--- src/rtl/spy_bus_master_if.sv ---
// Requester and spy-bus signals of spy_bus_master, bundled into one interface.
// master = view from the bus master; slave = view from requesters, the decoder and the bench.
interface spy_bus_master_if;
  logic        req0_valid;
  logic        req0_ready;
  logic        req0_write;
  logic [4:0]  req0_addr;
  logic [15:0] req0_wdata;
  logic        rsp0_valid;
  logic [15:0] rsp0_rdata;
  logic        req1_valid;
  logic        req1_ready;
  logic        req1_write;
  logic [4:0]  req1_addr;
  logic [15:0] req1_wdata;
  logic        rsp1_valid;
  logic [15:0] rsp1_rdata;
  logic [4:0]  eadr;
  logic        dbread;
  logic        dbwrite;
  logic [15:0] spy_wdata;
  logic [15:0] spy_rdata;
  logic        busy;

  // Handshake: a request transfers on a cycle where reqN_valid & reqN_ready are both 1.
  // reqN_ready depends combinationally on the valids. rspN_valid is a one-cycle pulse
  // and cannot be stalled.
  modport master (
    input  req0_valid, req0_write, req0_addr, req0_wdata,
    input  req1_valid, req1_write, req1_addr, req1_wdata,
    input  spy_rdata,
    output req0_ready, rsp0_valid, rsp0_rdata,
    output req1_ready, rsp1_valid, rsp1_rdata,
    output eadr, dbread, dbwrite, spy_wdata, busy
  );

  modport slave (
    output req0_valid, req0_write, req0_addr, req0_wdata,
    output req1_valid, req1_write, req1_addr, req1_wdata,
    output spy_rdata,
    input  req0_ready, rsp0_valid, rsp0_rdata,
    input  req1_ready, rsp1_valid, rsp1_rdata,
    input  eadr, dbread, dbwrite, spy_wdata, busy
  );
endinterface

--- src/rtl/spy_bus_master.sv ---
// Round-robin, two-port master for the CADR spy (PDP11 examine) bus.
// Each transaction runs IDLE -> SETUP -> STROBE -> HOLD -> RESP, and every bus output is registered.
module spy_bus_master #(
  parameter int SETUP_CYC  = 1,
  parameter int STROBE_CYC = 2,
  parameter int HOLD_CYC   = 1
) (
  input  logic              clk,
  input  logic              reset_n,
  spy_bus_master_if.master  bus,
  output logic [2:0]        o_dbg_state
);
  localparam int MAX_AB = (SETUP_CYC > STROBE_CYC) ? SETUP_CYC : STROBE_CYC;
  localparam int MAX_P  = (MAX_AB > HOLD_CYC) ? MAX_AB : HOLD_CYC;
  localparam int CW     = $clog2(MAX_P + 1);
  localparam logic [CW-1:0] SETUP_LD  = CW'(SETUP_CYC - 1);
  localparam logic [CW-1:0] STROBE_LD = CW'(STROBE_CYC - 1);
  localparam logic [CW-1:0] HOLD_LD   = CW'(HOLD_CYC - 1);

  typedef enum logic [2:0] {ST_IDLE, ST_SETUP, ST_STROBE, ST_HOLD, ST_RESP} state_t;

  state_t        r_state, w_next_state;
  logic [CW-1:0] r_cnt, w_next_cnt;
  logic          r_rr, r_write, r_owner;
  logic [4:0]    r_eadr;
  logic [15:0]   r_spy_wdata, r_cap, r_rsp0_rdata, r_rsp1_rdata;
  logic          r_dbread, r_dbwrite, r_rsp0_valid, r_rsp1_valid;

  logic          w_grant0, w_grant1, w_last;
  logic          w_rr, w_write, w_owner;
  logic [4:0]    w_eadr;
  logic [15:0]   w_spy_wdata, w_cap, w_rsp0_rdata, w_rsp1_rdata;
  logic          w_dbread, w_dbwrite, w_rsp0_valid, w_rsp1_valid;

  assign w_last = (r_cnt == '0);

  // The rr pointer only breaks ties; a lone valid requester always wins.
  always_comb begin
    w_grant0 = 1'b0;
    w_grant1 = 1'b0;
    if (r_state == ST_IDLE) begin
      w_grant0 = bus.req0_valid & (~bus.req1_valid | ~r_rr);
      w_grant1 = bus.req1_valid & (~bus.req0_valid | r_rr);
    end
  end

  always_ff @(posedge clk or negedge reset_n) begin
    if (!reset_n) begin
      r_state      <= ST_IDLE;
      r_cnt        <= '0;
      r_rr         <= 1'b0;
      r_write      <= 1'b0;
      r_owner      <= 1'b0;
      r_eadr       <= '0;
      r_spy_wdata  <= '0;
      r_cap        <= '0;
      r_dbread     <= 1'b0;
      r_dbwrite    <= 1'b0;
      r_rsp0_valid <= 1'b0;
      r_rsp1_valid <= 1'b0;
      r_rsp0_rdata <= '0;
      r_rsp1_rdata <= '0;
    end else begin
      r_state      <= w_next_state;
      r_cnt        <= w_next_cnt;
      r_rr         <= w_rr;
      r_write      <= w_write;
      r_owner      <= w_owner;
      r_eadr       <= w_eadr;
      r_spy_wdata  <= w_spy_wdata;
      r_cap        <= w_cap;
      r_dbread     <= w_dbread;
      r_dbwrite    <= w_dbwrite;
      r_rsp0_valid <= w_rsp0_valid;
      r_rsp1_valid <= w_rsp1_valid;
      r_rsp0_rdata <= w_rsp0_rdata;
      r_rsp1_rdata <= w_rsp1_rdata;
    end
  end

  // The phase counter reloads on entry to each timed state and counts down to zero.
  always_comb begin
    w_next_state = r_state;
    w_next_cnt   = r_cnt;
    unique case (r_state)
      ST_IDLE: begin
        if (w_grant0 | w_grant1) begin
          w_next_state = ST_SETUP;
          w_next_cnt   = SETUP_LD;
        end
      end
      ST_SETUP: begin
        if (w_last) begin
          w_next_state = ST_STROBE;
          w_next_cnt   = STROBE_LD;
        end else begin
          w_next_cnt = r_cnt - CW'(1);
        end
      end
      ST_STROBE: begin
        if (w_last) begin
          w_next_state = ST_HOLD;
          w_next_cnt   = HOLD_LD;
        end else begin
          w_next_cnt = r_cnt - CW'(1);
        end
      end
      ST_HOLD: begin
        if (w_last) begin
          w_next_state = ST_RESP;
          w_next_cnt   = '0;
        end else begin
          w_next_cnt = r_cnt - CW'(1);
        end
      end
      ST_RESP: begin
        w_next_state = ST_IDLE;
        w_next_cnt   = '0;
      end
      default: begin
        w_next_state = ST_IDLE;
        w_next_cnt   = '0;
      end
    endcase
  end

  // Outputs are computed from the next state, so the registered strobes line up with the states.
  always_comb begin
    w_rr         = r_rr;
    w_write      = r_write;
    w_owner      = r_owner;
    w_eadr       = r_eadr;
    w_spy_wdata  = r_spy_wdata;
    w_cap        = r_cap;
    w_dbread     = 1'b0;
    w_dbwrite    = 1'b0;
    w_rsp0_valid = 1'b0;
    w_rsp1_valid = 1'b0;
    w_rsp0_rdata = r_rsp0_rdata;
    w_rsp1_rdata = r_rsp1_rdata;
    if (w_grant0) begin
      w_write     = bus.req0_write;
      w_owner     = 1'b0;
      w_rr        = 1'b1;
      w_eadr      = bus.req0_addr;
      w_spy_wdata = bus.req0_write ? bus.req0_wdata : 16'h0000;
    end else if (w_grant1) begin
      w_write     = bus.req1_write;
      w_owner     = 1'b1;
      w_rr        = 1'b0;
      w_eadr      = bus.req1_addr;
      w_spy_wdata = bus.req1_write ? bus.req1_wdata : 16'h0000;
    end
    if (w_next_state == ST_STROBE) begin
      w_dbread  = ~r_write;
      w_dbwrite = r_write;
    end
    if ((r_state == ST_STROBE) && w_last && !r_write) begin
      w_cap = bus.spy_rdata;
    end
    if (w_next_state == ST_RESP) begin
      if (r_owner) begin
        w_rsp1_valid = 1'b1;
        w_rsp1_rdata = r_write ? 16'h0000 : r_cap;
      end else begin
        w_rsp0_valid = 1'b1;
        w_rsp0_rdata = r_write ? 16'h0000 : r_cap;
      end
    end
  end

  assign bus.req0_ready = w_grant0;
  assign bus.req1_ready = w_grant1;
  assign bus.rsp0_valid = r_rsp0_valid;
  assign bus.rsp0_rdata = r_rsp0_rdata;
  assign bus.rsp1_valid = r_rsp1_valid;
  assign bus.rsp1_rdata = r_rsp1_rdata;
  assign bus.eadr       = r_eadr;
  assign bus.dbread     = r_dbread;
  assign bus.dbwrite    = r_dbwrite;
  assign bus.spy_wdata  = r_spy_wdata;
  assign bus.busy       = (r_state != ST_IDLE);
  assign o_dbg_state    = r_state;
endmodule

--- src/flat_wrapper.sv ---
// flat-port wrapper written by rule: the top's interface ports become plain ports
module spy_bus_master_flat 
#(
  parameter int SETUP_CYC  = 1,
  parameter int STROBE_CYC = 2,
  parameter int HOLD_CYC   = 1
)
  (clk, reset_n, o_dbg_state, bus_req0_valid, bus_req0_write, bus_req0_addr, bus_req0_wdata, bus_req1_valid, bus_req1_write, bus_req1_addr, bus_req1_wdata, bus_spy_rdata, bus_req0_ready, bus_rsp0_valid, bus_rsp0_rdata, bus_req1_ready, bus_rsp1_valid, bus_rsp1_rdata, bus_eadr, bus_dbread, bus_dbwrite, bus_spy_wdata, bus_busy);
  spy_bus_master_if bus_i ();
  input  logic clk;
  input  logic reset_n;
  output logic [2:0] o_dbg_state;
  input wire logic [$bits(bus_i.req0_valid)-1:0] bus_req0_valid;
  input wire logic [$bits(bus_i.req0_write)-1:0] bus_req0_write;
  input wire logic [$bits(bus_i.req0_addr)-1:0] bus_req0_addr;
  input wire logic [$bits(bus_i.req0_wdata)-1:0] bus_req0_wdata;
  input wire logic [$bits(bus_i.req1_valid)-1:0] bus_req1_valid;
  input wire logic [$bits(bus_i.req1_write)-1:0] bus_req1_write;
  input wire logic [$bits(bus_i.req1_addr)-1:0] bus_req1_addr;
  input wire logic [$bits(bus_i.req1_wdata)-1:0] bus_req1_wdata;
  input wire logic [$bits(bus_i.spy_rdata)-1:0] bus_spy_rdata;
  output wire logic [$bits(bus_i.req0_ready)-1:0] bus_req0_ready;
  output wire logic [$bits(bus_i.rsp0_valid)-1:0] bus_rsp0_valid;
  output wire logic [$bits(bus_i.rsp0_rdata)-1:0] bus_rsp0_rdata;
  output wire logic [$bits(bus_i.req1_ready)-1:0] bus_req1_ready;
  output wire logic [$bits(bus_i.rsp1_valid)-1:0] bus_rsp1_valid;
  output wire logic [$bits(bus_i.rsp1_rdata)-1:0] bus_rsp1_rdata;
  output wire logic [$bits(bus_i.eadr)-1:0] bus_eadr;
  output wire logic [$bits(bus_i.dbread)-1:0] bus_dbread;
  output wire logic [$bits(bus_i.dbwrite)-1:0] bus_dbwrite;
  output wire logic [$bits(bus_i.spy_wdata)-1:0] bus_spy_wdata;
  output wire logic [$bits(bus_i.busy)-1:0] bus_busy;
  assign bus_i.req0_valid = bus_req0_valid;
  assign bus_i.req0_write = bus_req0_write;
  assign bus_i.req0_addr = bus_req0_addr;
  assign bus_i.req0_wdata = bus_req0_wdata;
  assign bus_i.req1_valid = bus_req1_valid;
  assign bus_i.req1_write = bus_req1_write;
  assign bus_i.req1_addr = bus_req1_addr;
  assign bus_i.req1_wdata = bus_req1_wdata;
  assign bus_i.spy_rdata = bus_spy_rdata;
  assign bus_req0_ready = bus_i.req0_ready;
  assign bus_rsp0_valid = bus_i.rsp0_valid;
  assign bus_rsp0_rdata = bus_i.rsp0_rdata;
  assign bus_req1_ready = bus_i.req1_ready;
  assign bus_rsp1_valid = bus_i.rsp1_valid;
  assign bus_rsp1_rdata = bus_i.rsp1_rdata;
  assign bus_eadr = bus_i.eadr;
  assign bus_dbread = bus_i.dbread;
  assign bus_dbwrite = bus_i.dbwrite;
  assign bus_spy_wdata = bus_i.spy_wdata;
  assign bus_busy = bus_i.busy;
  spy_bus_master #(.SETUP_CYC(SETUP_CYC), .STROBE_CYC(STROBE_CYC), .HOLD_CYC(HOLD_CYC)) u_core (.clk(clk), .reset_n(reset_n), .bus(bus_i), .o_dbg_state(o_dbg_state));
endmodule
--- config.mk ---
export PLATFORM = sky130hd
export DESIGN_NAME = spy_bus_master_flat
export DESIGN_NICKNAME = d
export VERILOG_FILES = /design/src/rtl/spy_bus_master_if.sv /design/src/rtl/spy_bus_master.sv /design/src/flat_wrapper.sv
export SDC_FILE = /design/constraint.sdc
export NUM_CORES = 1
export LEC_CHECK = 0
export CORE_UTILIZATION = 40
export CTS_CLUSTER_DIAMETER = 200
export CTS_CLUSTER_SIZE = 8
export DETAILED_ROUTE_END_ITERATION = 8
export HOLD_SLACK_MARGIN = 0.1
export PLACE_DENSITY = 0.85
export SYNTH_ARGS = -nofsm -noshare
export SYNTH_HDL_FRONTEND = slang
export SYNTH_SLANG_ARGS = --single-unit
--- constraint.sdc ---
create_clock -name clk -period 1.7 [get_ports clk]
set_input_delay 0.17 -clock clk [delete_from_list [all_inputs] [get_ports clk]]
set_output_delay 0.17 -clock clk [all_outputs]
set_load 0.005 [all_outputs]
### After elaboration in Yosys (flattened, before gate mapping)

Cells that the tools add are included.
Widths: inputs -> output; s select.

| cells by class | value |
|---|---|
| $add $sub $neg | 1 |
| equal/unequal tests | 6 |
| muxes and demuxes | 30 |
| bitwise gates (word level) | 10 |
| reduce and logical (&&, ||, !) cells | 10 |

Operators with widths:

| cell | count |
|---|---|
| $mux 16 | 5 |
| $mux 1 | 14 |
| $mux 3 | 4 |
| $pmux 3 s4 | 1 |
| $mux 5 | 2 |
| $eq 3x2->1 const B | 3 |
| $mux 2 | 3 |
| $pmux 2 s3 | 1 |
| $not 1->1 | 5 |
| $reduce_and 2->1 | 2 |
| $eq 3x1->1 const B | 1 |
| $eq 3x3->1 const B | 1 |
| $logic_not 3->1 | 1 |
| $or 1x1->1 | 3 |
| $reduce_bool 3->1 | 1 |
| $and 1x1->1 | 2 |
| $logic_and 1x1->1 | 2 |
| $logic_not 2->1 | 1 |
| $ne 2x2->1 const B | 1 |
| $reduce_bool 2->1 | 1 |
| $reduce_or 2->1 | 1 |
| $sub 2x1->2 const B | 1 |
| $logic_not 1->1 | 1 |

| word-level totals | value |
|---|---|
| bits in registers | 81 |
| input port bits | 64 |

### Longest topological paths before layout

Gate-level depths: netlist (run 1).

| depth | value |
|---|---|
| depth after elaboration | 9 |
| mapped depth | 6 |
| gate-level depth less buffers | 4 |

### Worst setup path before layout (run 1)

Ideal clock, no wire load.

| timing path | value |
|---|---|
| path type | flip-flop to flip-flop |
| start | register u_core.r_state[0], in the netlist u_core.o_dbg_state[0] |
| end | register u_core.r_rsp0_rdata[10], in the netlist u_core.bus.rsp0_rdata[10] |
| data arrival time | 1690 ps |
| required time | 1575 ps |
| setup slack | -115 ps |
| stages on the path, launching flop included | 5 |
| path buffers | 1 |
| period minus slack after synthesis | 1815 ps |
| cell sequence | dfrtp_1 nor3b_4 nor4b_4 buf_6 mux2_2 |

| between the ends | value |
|---|---|
| longest elaborated chain between the ends | 7 |

RTL lines:

| item | RTL line | RTL |
|---|---|---|
| from (decl) | spy_bus_master.sv:22 | `state_t r_state, w_next_state;` |
| from (signal assigned) | spy_bus_master.sv:64 | `r_state <= w_next_state;` |
| $logic_not 3->1 | spy_bus_master.sv:41, spy_bus_master.sv:85 |  |
| $mux 1 | spy_bus_master.sv:41 | `if (r_state == ST_IDLE) begin` |
| $or 1x1->1 | spy_bus_master.sv:87 | `if (w_grant0 \| w_grant1) begin` |
| $mux 3 | spy_bus_master.sv:87 |  |
| $pmux 3 s4 (*) | spy_bus_master.sv:85 | `unique case (r_state)` |
| $eq 3x3->1 (*) | spy_bus_master.sv:161 | `if (w_next_state == ST_RESP) begin` |
| $reduce_and 2->1 (no source line) (*) | - |  |
| to (signal assigned) | spy_bus_master.sv:76 | `r_rsp0_rdata <= w_rsp0_rdata;` |
| to (decl) | spy_bus_master.sv:26 | `logic [15:0] r_spy_wdata, r_cap, r_rsp0_rdata, r_rsp1_rdata;` |

Every way passes the cells marked *; elsewhere a longest branch is shown, timed or not.
A chain may end at the register's enable or synchronous reset.

### Worst setup path after layout (run 1)

| timing path | value |
|---|---|
| start | register u_core.r_state[0], in the netlist u_core.o_dbg_state[0] |
| end | output port bus_req1_ready |

| between the ends | value |
|---|---|
| longest elaborated chain between the ends | 2 |

RTL lines:

| item | RTL line | RTL |
|---|---|---|
| $logic_not 3->1 | spy_bus_master.sv:41 |  |
| $mux 1 | spy_bus_master.sv:41 |  |
| to (decl) | flat_wrapper.sv:25 | `output wire logic [$bits(bus_i.req1_ready)-1:0] bus_req1_ready;` |

Every way passes these cells.

==> results of run 1 <==
==> cell usage in the layout, fill, tap and decap left out, types with 2 or more instances in the layout <==
cell type / synthesis / routed
a31oi_1: 17 / 17
clkdlybuf4s50_1: 0 / 120
buf_12: 0 / 6
clkbuf_8: 0 / 9
clkinvlp_4: 0 / 2
nor4_1: 2 / 2
inv_1: 4 / 4
nor2b_1: 17 / 17
dfrtp_2: 0 / 3
nand2b_1: 2 / 2
dlygate4sd2_1: 0 / 2
buf_6: 1 / 2
inv_6: 0 / 4
buf_4: 1 / 24
nand2_1: 3 / 2
or2_2: 2 / 2
nor2_1: 5 / 5
mux2_2: 48 / 43
mux2_4: 0 / 5
a221o_1: 5 / 5
and3_1: 6 / 5
a21oi_1: 20 / 20
dfrtp_1: 81 / 78
nor3b_1: 2 / 2
nand4_1: 16 / 16
nand3_1: 17 / 17
o21ai_0: 4 / 4
==> worst max-delay path: stages (launching register included) <==
cell and delay, ns:
dfrtp_2 0.43, nor3_4 0.20, buf_4 0.15, and3_4 0.18
clkdlybuf4s15_1 0.20
==> layout make-up <==
class                   count  area (µm²)
fillers                   658        3020
flip-flops and latches     81        2030
clock buffers               9         124
repair buffers            158        1580
clock inverters             7        58.8
inverters                   4        15.0
well taps                 105         131
multi-input cells         181        1420
==> worst min-delay path by stage <==
stage,start,slack [ns],cells past startpoint,endpoint
global route,bus_req1_wdata[5],0.40,3,u_core.bus.spy_wdata[5]$_DFFE_PN0P_
global placement,reset_n,0.22,1,u_core.bus.rsp1_rdata[0]$_DFFE_PN0P_
finish,reset_n,0.37,2,u_core.bus.rsp1_rdata[0]$_DFFE_PN0P_
detailed placement,reset_n,0.23,1,u_core.bus.rsp0_rdata[0]$_DFFE_PN0P_
CTS,reset_n,0.39,2,u_core.bus.rsp1_valid$_DFF_PN0_
floorplan,reset_n,-0.13,0,u_core.bus.dbread$_DFF_PN0_
==> repair_timing <==
item / CTS / global route
setup endpoints to repair: 4 / 28
pin swaps: 2 / 0
gates cloned: 0 / 0
hold buffers: 1 / 0
resized for setup: 9 / 10
buffers inserted: 5 / 0
hold endpoints to repair: 47 / 0
==> kinds of logic (layout without fill, tap and decap cells) <==
family | count (synthesis) | count (layout) | share of synthesized area
flops | 81 | 81 | 0.575
xor+xnor | 1 | 1 | 0.00248
compound gates | 50 | 50 | 0.0876
buf+inv | 27 | 178 | 0.0348
mux | 49 | 49 | 0.156
simple gates | 81 | 81 | 0.144
==> sequential cells by signal, indices dropped and copies added (netlist names) <==
signal / count
u_core.bus.rsp0_rdata: 16
u_core.bus.rsp1_rdata: 16
u_core.bus.spy_wdata: 16
u_core.r_cap: 16
u_core.bus.eadr: 5
u_core.o_dbg_state: 3
u_core.r_cnt: 2
u_core.bus.dbread: 1
u_core.bus.dbwrite: 1
u_core.bus.rsp0_valid: 1
u_core.bus.rsp1_valid: 1
u_core.r_owner: 1
u_core.r_rr: 1
u_core.r_write: 1
==> per-layer routing <==
layer | wire length [µm] | GRT usage
met5 | 0 | 0
met4 | 85 | 0.0448
met3 | 609 | 0.0592
met2 | 4420 | 0.352
met1 | 3460 | 0.235
==> power by group through the flow <==
stage	sequential (W)	clock [W]	combinational [W]
2_1_floorplan	0.00338	0	0.00203
3_3_place_gp	0.00338	0	0.00425
3_5_place_dp	0.00342	0	0.00439
4_1_cts	0.00338	0.00134	0.00450
5_1_grt	0.00350	0.00144	0.00492
6_report	0.00338	0.00131	0.00451
==> per-stage QoR <==
stage               cell area [µm²]  TNS (ns)  worst slack (ns)  hold WS (ns)
floorplan                      3530    -0.760           -0.0802        -0.126
global placement               5100   -0.0856           -0.0856         0.221
detailed placement             5100    -0.131           -0.0601         0.233
CTS                            5330         0            0.0136         0.389
global route                   5360    -0.246           -0.0384         0.399
finish                         5360         0            0.0330         0.370
==> metrics.cfg, run 1 <==
[clocking]
clk_pin_slew_ns=0.09
htreeDepth=3
cts-root-buf=clkbuf_8
clk_path_buf_depth=2
clock_latency_ns=0.35
cts_tree=built
numCtsBuffers=9
clock-sinks=81

[yosys]
seq_area_frac_synth=0.575
ys_warn_count=0
syn_area_mm2=0.00353
synth.top_cells.by_count=dfrtp_1, mux2_2, a21oi_1
synth.top_cell.area_share=0.575
syn-num-nets=353
synth_cell_types=36
syn_area_per_cell_um2=12.2
postSynthCellCount=289
synth_area_leaders=dfrtp_1, mux2_2, a31oi_1
synth_edf_count=0
synth-seq-cells=81
async_reset_ff_frac=1.00
synth_most_common_cell=dfrtp_1
yosysTopAreaCell=dfrtp_1
ys.flop_type=dfrtp_1

[setup_path]
endpoint=bus_req1_ready
critical_path_class=reg2out
r2r-end=u_core.bus.rsp1_rdata[3]$_DFFE_PN0P_
crit_fanout=2
r2r-start=u_core.o_dbg_state[0]$_DFF_PN0_
rrSetupSlack_ns=0.07
required_ns=1.53
rr_worst_depth=6
end_kind=output port
startpoint=u_core.o_dbg_state[0]$_DFF_PN0_
arrival_ns=1.50
cp-start-kind=flip-flop

[power]
p_sw_w=0.00299
p_int_w=0.00621
swShare=0.325
p_per_area_mw_per_mm2=1720
finalPower_w=0.00920
p_leak_nw=2.29
pwr-share-clk=0.142
power.share.sequential=0.367
ir_worst_vdd_mv=0.830
p_comb_frac=0.491

[routing]
drcViolationCount=0
drtIter0Drc=74
ant_nets=0
vias=2888
drt-pass1-iter-count=4
finalWirelength_um=8570
vias_per_cell=5.30
wl_per_cell_um=15.7

[floorplanning]
dieArea_mm2=0.00920
die_x_um=95.9
core_mm2=0.00838
ioPinCount=127
rows=33
die_h_um=95.9
initial_core_util=0.421

[placement]
hpwl_um=6120
dp_cells=523
gp_congestion=0.768
io_buffers=126

[global_route]
grt_pass1_vias=2866
grt_pass1_wl_um=13900
antenna_found_initial=0
globalRouteTotalUtil=0.198
overflow=0
grt_max_degree=50

[layout]
area_growth_pct=51.9
diodes=0
finalNonFillerCells=545
drive_gt1_frac=0.252
final_nets=499
post-route-util=0.639

[run_status]
status=finished, final reports clean

[sta]
fin_crit_sh=0.981
worstMarginPinSlew_ns=0.619
final_hold_viol_count=0
finalSetupViolCount=0
fmaxAchievable_ghz=0.600
slew_headroom=0.588
clock_skew_ns=0.0118
period_minus_slack_ns=1.67
rsz0062_at_grt=true
slew_viol_final=0

[job]
cap_viol_max_count=0

[min_path]
hp-class=in2async

(Power assumes the default switching activity.)
==> run 2: changes to the inputs <==
PLACE_DENSITY = 0.78   (was 0.85)
SKIP_CTS_REPAIR_TIMING = 1   (was not set)
==> run 2 against run 1 <==
The run now ends with negative setup slack left. Combinational power barely moved. Utilization increased by 0.42 points. Sequential share of layout area down 0.29 points. Clock power is 5% higher. Critical path depth increased by 1. Worst hold slack got worse by 0.028 ns. First-iteration DRC count grew 19%. Clock-buffer cell count increased by 2. Register-to-register slack about the same. Routed wire length is 1.7% higher. Design area grew 0.65%. Fmax decreased by 2.4%. Critical endpoint unchanged. Largest cell class unchanged. Largest power group unchanged.
==> metrics.cfg, run 2 (synthesis gave the netlist of run 1 again) <==
[global_route]
grt_pass1_wl_um=13700  ; was 13900 µm
antenna_found_initial=0  ; unchanged
globalRouteTotalUtil=0.201  ; was 0.198
grt_max_degree=38  ; was 50
grt_pass1_vias=2846  ; was 2866
overflow=0  ; unchanged

[setup_path]
arrival_ns=1.54  ; was 1.50 ns
required_ns=1.53  ; about the same
slowest_stage=dfrtp_1  ; was dfrtp_2
crit_fanout=3  ; was 2
rr_worst_depth=7  ; was 6
cp_top_family=flip-flops  ; unchanged
r2r-start=u_core.o_dbg_state[2]$_DFF_PN0_  ; was u_core.o_dbg_state[0]$_DFF_PN0_
cp_num_buf_inv=3  ; was 2
crit_top_cell=buf_6
path_cells=nor3_4 > buf_4 > buf_6 > and3_4 > buf_6  ; was nor3_4 > buf_4 > and3_4 > clkdlybuf4s15_1
r2r-end=u_core.bus.eadr[4]$_DFFE_PN0P_  ; was u_core.bus.rsp1_rdata[3]$_DFFE_PN0P_
critical_path_class=reg2out  ; unchanged
slowest_delay_ns=0.43  ; about the same
cp-start-kind=flip-flop  ; unchanged
end_kind=output port  ; unchanged
rrSetupSlack_ns=0.06  ; was 0.07 ns

[sta]
fin_crit_sh=1.00  ; was 0.981
slew_viol_final=0  ; unchanged
rsz0062_at_grt=true  ; unchanged
fmaxAchievable_ghz=0.586  ; was 0.600 GHz
period_minus_slack_ns=1.71  ; was 1.67 ns
finalWorstSetupSlack_ns=-0.00786  ; was 0.0330 ns
finalSetupViolCount=1  ; was 0
final_hold_viol_count=0  ; unchanged
holdWs_ns=0.342  ; was 0.370 ns
clock_skew_ns=0.00585  ; was 0.0118 ns
slew_headroom=0.670  ; was 0.588
worstMarginPinSlew_ns=0.496  ; was 0.619 ns

[placement]
hpwl_um=6120  ; about the same
gp_congestion=0.861  ; was 0.768
place_area_mm2=0.00509  ; was 0.00510 mm²
io_buffers=126  ; unchanged

[floorplanning]
rows=33  ; unchanged
ioPinCount=127  ; unchanged
die_x_um=95.9  ; unchanged
initial_core_util=0.421  ; unchanged
core_mm2=0.00838  ; unchanged
dieArea_mm2=0.00920  ; unchanged
die_h_um=95.9  ; unchanged

[clocking]
clock-sinks=81  ; unchanged
clk_path_buf_depth=2  ; unchanged
htreeDepth=3  ; unchanged
clock_latency_ns=0.34  ; was 0.35 ns
clk_pin_slew_ns=0.08  ; was 0.09 ns
cts_tree=built  ; unchanged
numCtsBuffers=9  ; unchanged
cts-root-buf=clkbuf_8  ; unchanged

[routing]
drtIter0Drc=88  ; was 74
finalWirelength_um=8720  ; was 8570 µm
ant_nets=0  ; unchanged
drt-pass1-iter-count=4  ; unchanged
vias=2894  ; was 2888
drcViolationCount=0  ; unchanged
vias_per_cell=5.29  ; was 5.30
wl_per_cell_um=15.9  ; was 15.7 µm

[min_path]
hp-class=in2async  ; unchanged

[layout]
final_cell_mix=clkdlybuf4s50_1, dfrtp_1, mux2_2, buf_4, a21oi_1  ; unchanged
area_growth_pct=52.9  ; was 51.9%
drive_gt1_frac=0.251  ; was 0.252
final_cell_area_mm2=0.00539  ; was 0.00536 mm²
final_nets=501  ; was 499
final_common_cell=clkdlybuf4s50_1  ; unchanged
diodes=0  ; unchanged

[run_status]
status=finished, violations left  ; was finished, final reports clean
violations=negative setup slack

[power]
p_per_area_mw_per_mm2=1720  ; about the same
ir_worst_vdd_mv=0.794  ; was 0.830 mV
p_leak_nw=2.33  ; was 2.29 nW

[job]
cap_viol_max_count=0  ; unchanged

run 2: cell count changes in the layout (fill, tap and decap cells not counted), moves of 2 or more:
cell	delta
dfrtp_1	+2
buf_6	+2
clkinv_2	+2
inv_6	-4
dfrtp_2	-2
dlymetal6s2s_1	+2
mux2_2	+5
dlygate4sd2_1	-2
mux2_4	-5
run 2: area by class of cell:
type	instances	area [µm²]
fill	644	2990
sequential	81	2030
clock inverter	5	55.1
clock buffer	11	141
multi-input combinational	181	1410
inverter	4	15.0
timing repair buffer	160	1620
tap	105	131
run 2: per-stage QoR:
stage / utilization / std cells / power, W / setup slack, ns / setup TNS (ns)
2_1_floorplan: - / 289 / 0.00541 / -0.0802 / -0.760
3_3_place_gp: 0.607 / 524 / 0.00763 / -0.00693 / -0.00693
3_5_place_dp: 0.607 / 524 / 0.00778 / -0.0289 / -0.103
4_1_cts: 0.631 / 540 / 0.00919 / -0.350 / -0.940
5_1_grt: 0.643 / 547 / 0.00995 / -0.0944 / -0.148
6_report: 0.643 / 547 / 0.00927 / -0.00786 / -0.00786
run 2: report_power, final:
group,internal [W],leakage (nW),switching [W],total (W)
Combinational,0.00278,1.23,0.00172,0.00450
Clock,0.000714,0.0953,0.000668,0.00138
Sequential,0.00286,1.01,0.000525,0.00339
run 2: how the worst max path moves through the flow:
stage | start | endpoint | cells after the start
3_5_place_dp | bus_req1_valid | u_core.bus.spy_wdata[7]$_DFFE_PN0P_ | 5
2_1_floorplan | u_core.r_cnt[1]$_DFFE_PN0P_ | u_core.bus.rsp0_rdata[10]$_DFFE_PN0P_ | 4
4_1_cts | u_core.o_dbg_state[1]$_DFF_PN0_ | bus_req0_ready | 4
6_report | u_core.o_dbg_state[2]$_DFF_PN0_ | bus_req1_ready | 5
3_3_place_gp | bus_req0_valid | bus_req0_ready | 4
5_1_grt | u_core.o_dbg_state[2]$_DFF_PN0_ | bus_req1_ready | 5
run 2: routing by layer:
| metal | share of wire | routed length, µm | track usage |
|---|---|---|---|
| met1 | 0.44 | 3810 | 0.249 |
| met2 | 0.49 | 4270 | 0.331 |
| met3 | 0.064 | 561 | 0.0545 |
| met4 | 0.0088 | 77 | 0.0821 |
| met5 | 0 | 0 | 0 |
run 2: worst reg2reg max path, stage by stage, from the launching register on:
cell and delay (ns):
dfrtp_1 0.43, nor3_4 0.26, buf_4 0.16, buf_6 0.09
buf_4 0.10, buf_4 0.11, nand2_2 0.08, a221o_1 0.31
==> run 3: changes to the inputs <==
CORE_UTILIZATION = 42   (was 40)
CTS_BUF_LIST = sky130_fd_sc_hd__clkbuf_4 sky130_fd_sc_hd__clkbuf_8   (was not set)
CTS_CLUSTER_SIZE = 30   (was 8)
PLACE_DENSITY = 0.81   (was 0.78)
==> run 3 against run 2 <==
The run still ends with negative setup slack left. Non-clock buffer count decreased by 4. Sequential cell count unchanged. Fmax decreased by 13%. Routed wire length about the same. Setup slack got worse by 0.26 ns. Cell count decreased by 0.73%. Total power increased by 1.5%. Sequential share of layout area increased by 0.23 points. Utilization increased by 1.3 points. Largest power group unchanged.
==> metrics.cfg, run 3 (synthesis gave the netlist of run 1 again) <==
[floorplanning]
core_mm2=0.00818  ; was 0.00838 mm²
die_x_um=93.6  ; was 95.9 µm
dieArea_mm2=0.00877  ; was 0.00920 mm²
initial_core_util=0.431  ; was 0.421
die_h_um=93.6  ; was 95.9 µm
ioPinCount=127  ; unchanged
rows=33  ; unchanged

[routing]
vias_per_cell=5.36  ; was 5.29
drt-pass1-iter-count=4  ; unchanged
ant_nets=0  ; unchanged
vias=2912  ; was 2894
wl_per_cell_um=16.0  ; was 15.9 µm
drtIter0Drc=73  ; was 88
finalWirelength_um=8720  ; about the same
drcViolationCount=0  ; unchanged

[global_route]
globalRouteTotalUtil=0.214  ; was 0.201
grt_pass1_wl_um=14200  ; was 13700 µm
antenna_found_initial=0  ; unchanged
overflow=0  ; unchanged
grt_max_degree=49  ; was 38
grt_pass1_vias=2900  ; was 2846

[layout]
fillers=660  ; was 644
final_cell_area_mm2=0.00536  ; was 0.00539 mm²
final_nets=497  ; was 501
final_common_cell=clkdlybuf4s50_1  ; unchanged
diodes=0  ; unchanged
area_growth_pct=52.1  ; was 52.9%
finalNonFillerCells=543  ; was 547
drive_gt1_frac=0.244  ; was 0.251
final_cell_mix=clkdlybuf4s50_1, dfrtp_1, mux2_2, buf_4, a21oi_1  ; unchanged

[clocking]
numCtsBuffers=9  ; unchanged
clock-sinks=81  ; unchanged
cts-root-buf=clkbuf_8  ; unchanged
cts_tree=built  ; unchanged
clock_latency_ns=0.34  ; about the same
clk_path_buf_depth=2  ; unchanged
htreeDepth=3  ; unchanged
clk_pin_slew_ns=0.08  ; about the same

[setup_path]
endpoint=bus_req1_ready  ; unchanged
path_cells=nor3_4 > and3_1 > clkdlybuf4s50_1  ; was nor3_4 > buf_4 > buf_6 > and3_4 > buf_6
slowest_stage=clkdlybuf4s50_1  ; was dfrtp_1
slowest_delay_ns=0.51  ; was 0.43 ns
rr_worst_depth=4  ; was 7
rrSetupSlack_ns=0.09  ; was 0.06 ns
r2r-end=u_core.bus.rsp0_rdata[7]$_DFFE_PN0P_  ; was u_core.bus.eadr[4]$_DFFE_PN0P_
cp-start-kind=flip-flop  ; unchanged
required_ns=1.53  ; about the same
arrival_ns=1.80  ; was 1.54 ns
crit_fanout=4  ; was 3
critical_path_class=reg2out  ; unchanged
end_kind=output port  ; unchanged
startpoint=u_core.o_dbg_state[0]$_DFF_PN0_  ; was u_core.o_dbg_state[2]$_DFF_PN0_
r2r-start=u_core.r_cnt[1]$_DFFE_PN0P_  ; was u_core.o_dbg_state[2]$_DFF_PN0_

[sta]
holdWs_ns=0.314  ; was 0.342 ns
worstMarginPinSlew_ns=0.459  ; was 0.496 ns
fmaxAchievable_ghz=0.508  ; was 0.586 GHz
fin_crit_sh=1.16  ; was 1.00
period_minus_slack_ns=1.97  ; was 1.71 ns
rsz0062_at_grt=true  ; unchanged
slew_viol_final=0  ; unchanged
slew_headroom=0.694  ; was 0.670
clock_skew_ns=0.00412  ; was 0.00585 ns
final_hold_viol_count=0  ; unchanged
finalWorstSetupSlack_ns=-0.270  ; was -0.00786 ns
finalSetupViolCount=1  ; unchanged

[job]
cap_viol_max_count=0  ; unchanged

[power]
finalPower_w=0.00941  ; was 0.00927 W
ir_worst_vdd_mv=0.776  ; was 0.794 mV
p_leak_nw=2.30  ; was 2.33 nW
p_per_area_mw_per_mm2=1750  ; was 1720 mW/mm²

[run_status]
violations=negative setup slack  ; unchanged
status=finished, violations left  ; unchanged

[placement]
dp_cells=524  ; unchanged
place_area_mm2=0.00510  ; was 0.00509 mm²
hpwl_um=6170  ; was 6120 µm
pre_cts_ws_ns=-0.0320  ; was -0.0289 ns
gp_congestion=0.767  ; was 0.861
io_buffers=126  ; unchanged

[min_path]
hp-class=in2async  ; unchanged

-- run 3: how the worst min path moves through the flow --
stage,to,slack [ns],depth (start not counted)
2_1_floorplan,u_core.bus.dbread$_DFF_PN0_,-0.13,0
3_3_place_gp,u_core.bus.rsp1_rdata[0]$_DFFE_PN0P_,0.15,1
3_5_place_dp,u_core.bus.rsp0_rdata[2]$_DFFE_PN0P_,0.15,1
4_1_cts,u_core.bus.rsp1_rdata[0]$_DFFE_PN0P_,-0.22,1
5_1_grt,u_core.bus.rsp1_rdata[0]$_DFFE_PN0P_,0.34,2
6_report,u_core.bus.rsp0_rdata[2]$_DFFE_PN0P_,0.31,2
-- run 3: area by class of cell --
type                       count  area [µm²]  share of cell area
clock buffer                   9         124              0.0231
clock inverter                 7         103              0.0191
inverter                       4        15.0             0.00280
multi-input combinational    181        1400               0.260
sequential                    81        2030               0.378
tap                          105         131              0.0245
timing repair buffer         156        1570               0.292
-- run 3: stage by stage --
| stage | TNS (ns) | utilization |
|---|---|---|
| after floorplan | -0.760 | - |
| after global routing | -0.350 | 0.656 |
| after detailed placement | -0.0996 | 0.624 |
| final | -0.270 | 0.656 |
| after CTS | -0.956 | 0.652 |
| after global placement | -0.0132 | 0.624 |
-- run 3: per-layer routing --
layer,wire length (µm),global-route usage,part of all wire
met1,3570,0.270,0.41
met2,4410,0.362,0.51
met3,552,0.0520,0.063
met4,176,0.0667,0.020
met5,0,0,0
-- run 3: worst max-delay path, delay by kind of cell (launching register included) --
kind | cells | cell delay (ns)
buffers and inverters | 1 | 0.51
and+or+nand+nor | 2 | 0.50
DFF | 1 | 0.44
-- run 3: power by group --
part	internal [W]	switching [W]	total, W
sequential	0.00286	0.000533	0.00339
clock	0.000842	0.000730	0.00157
combinational	0.00273	0.00171	0.00444
total	0.00644	0.00297	0.00941
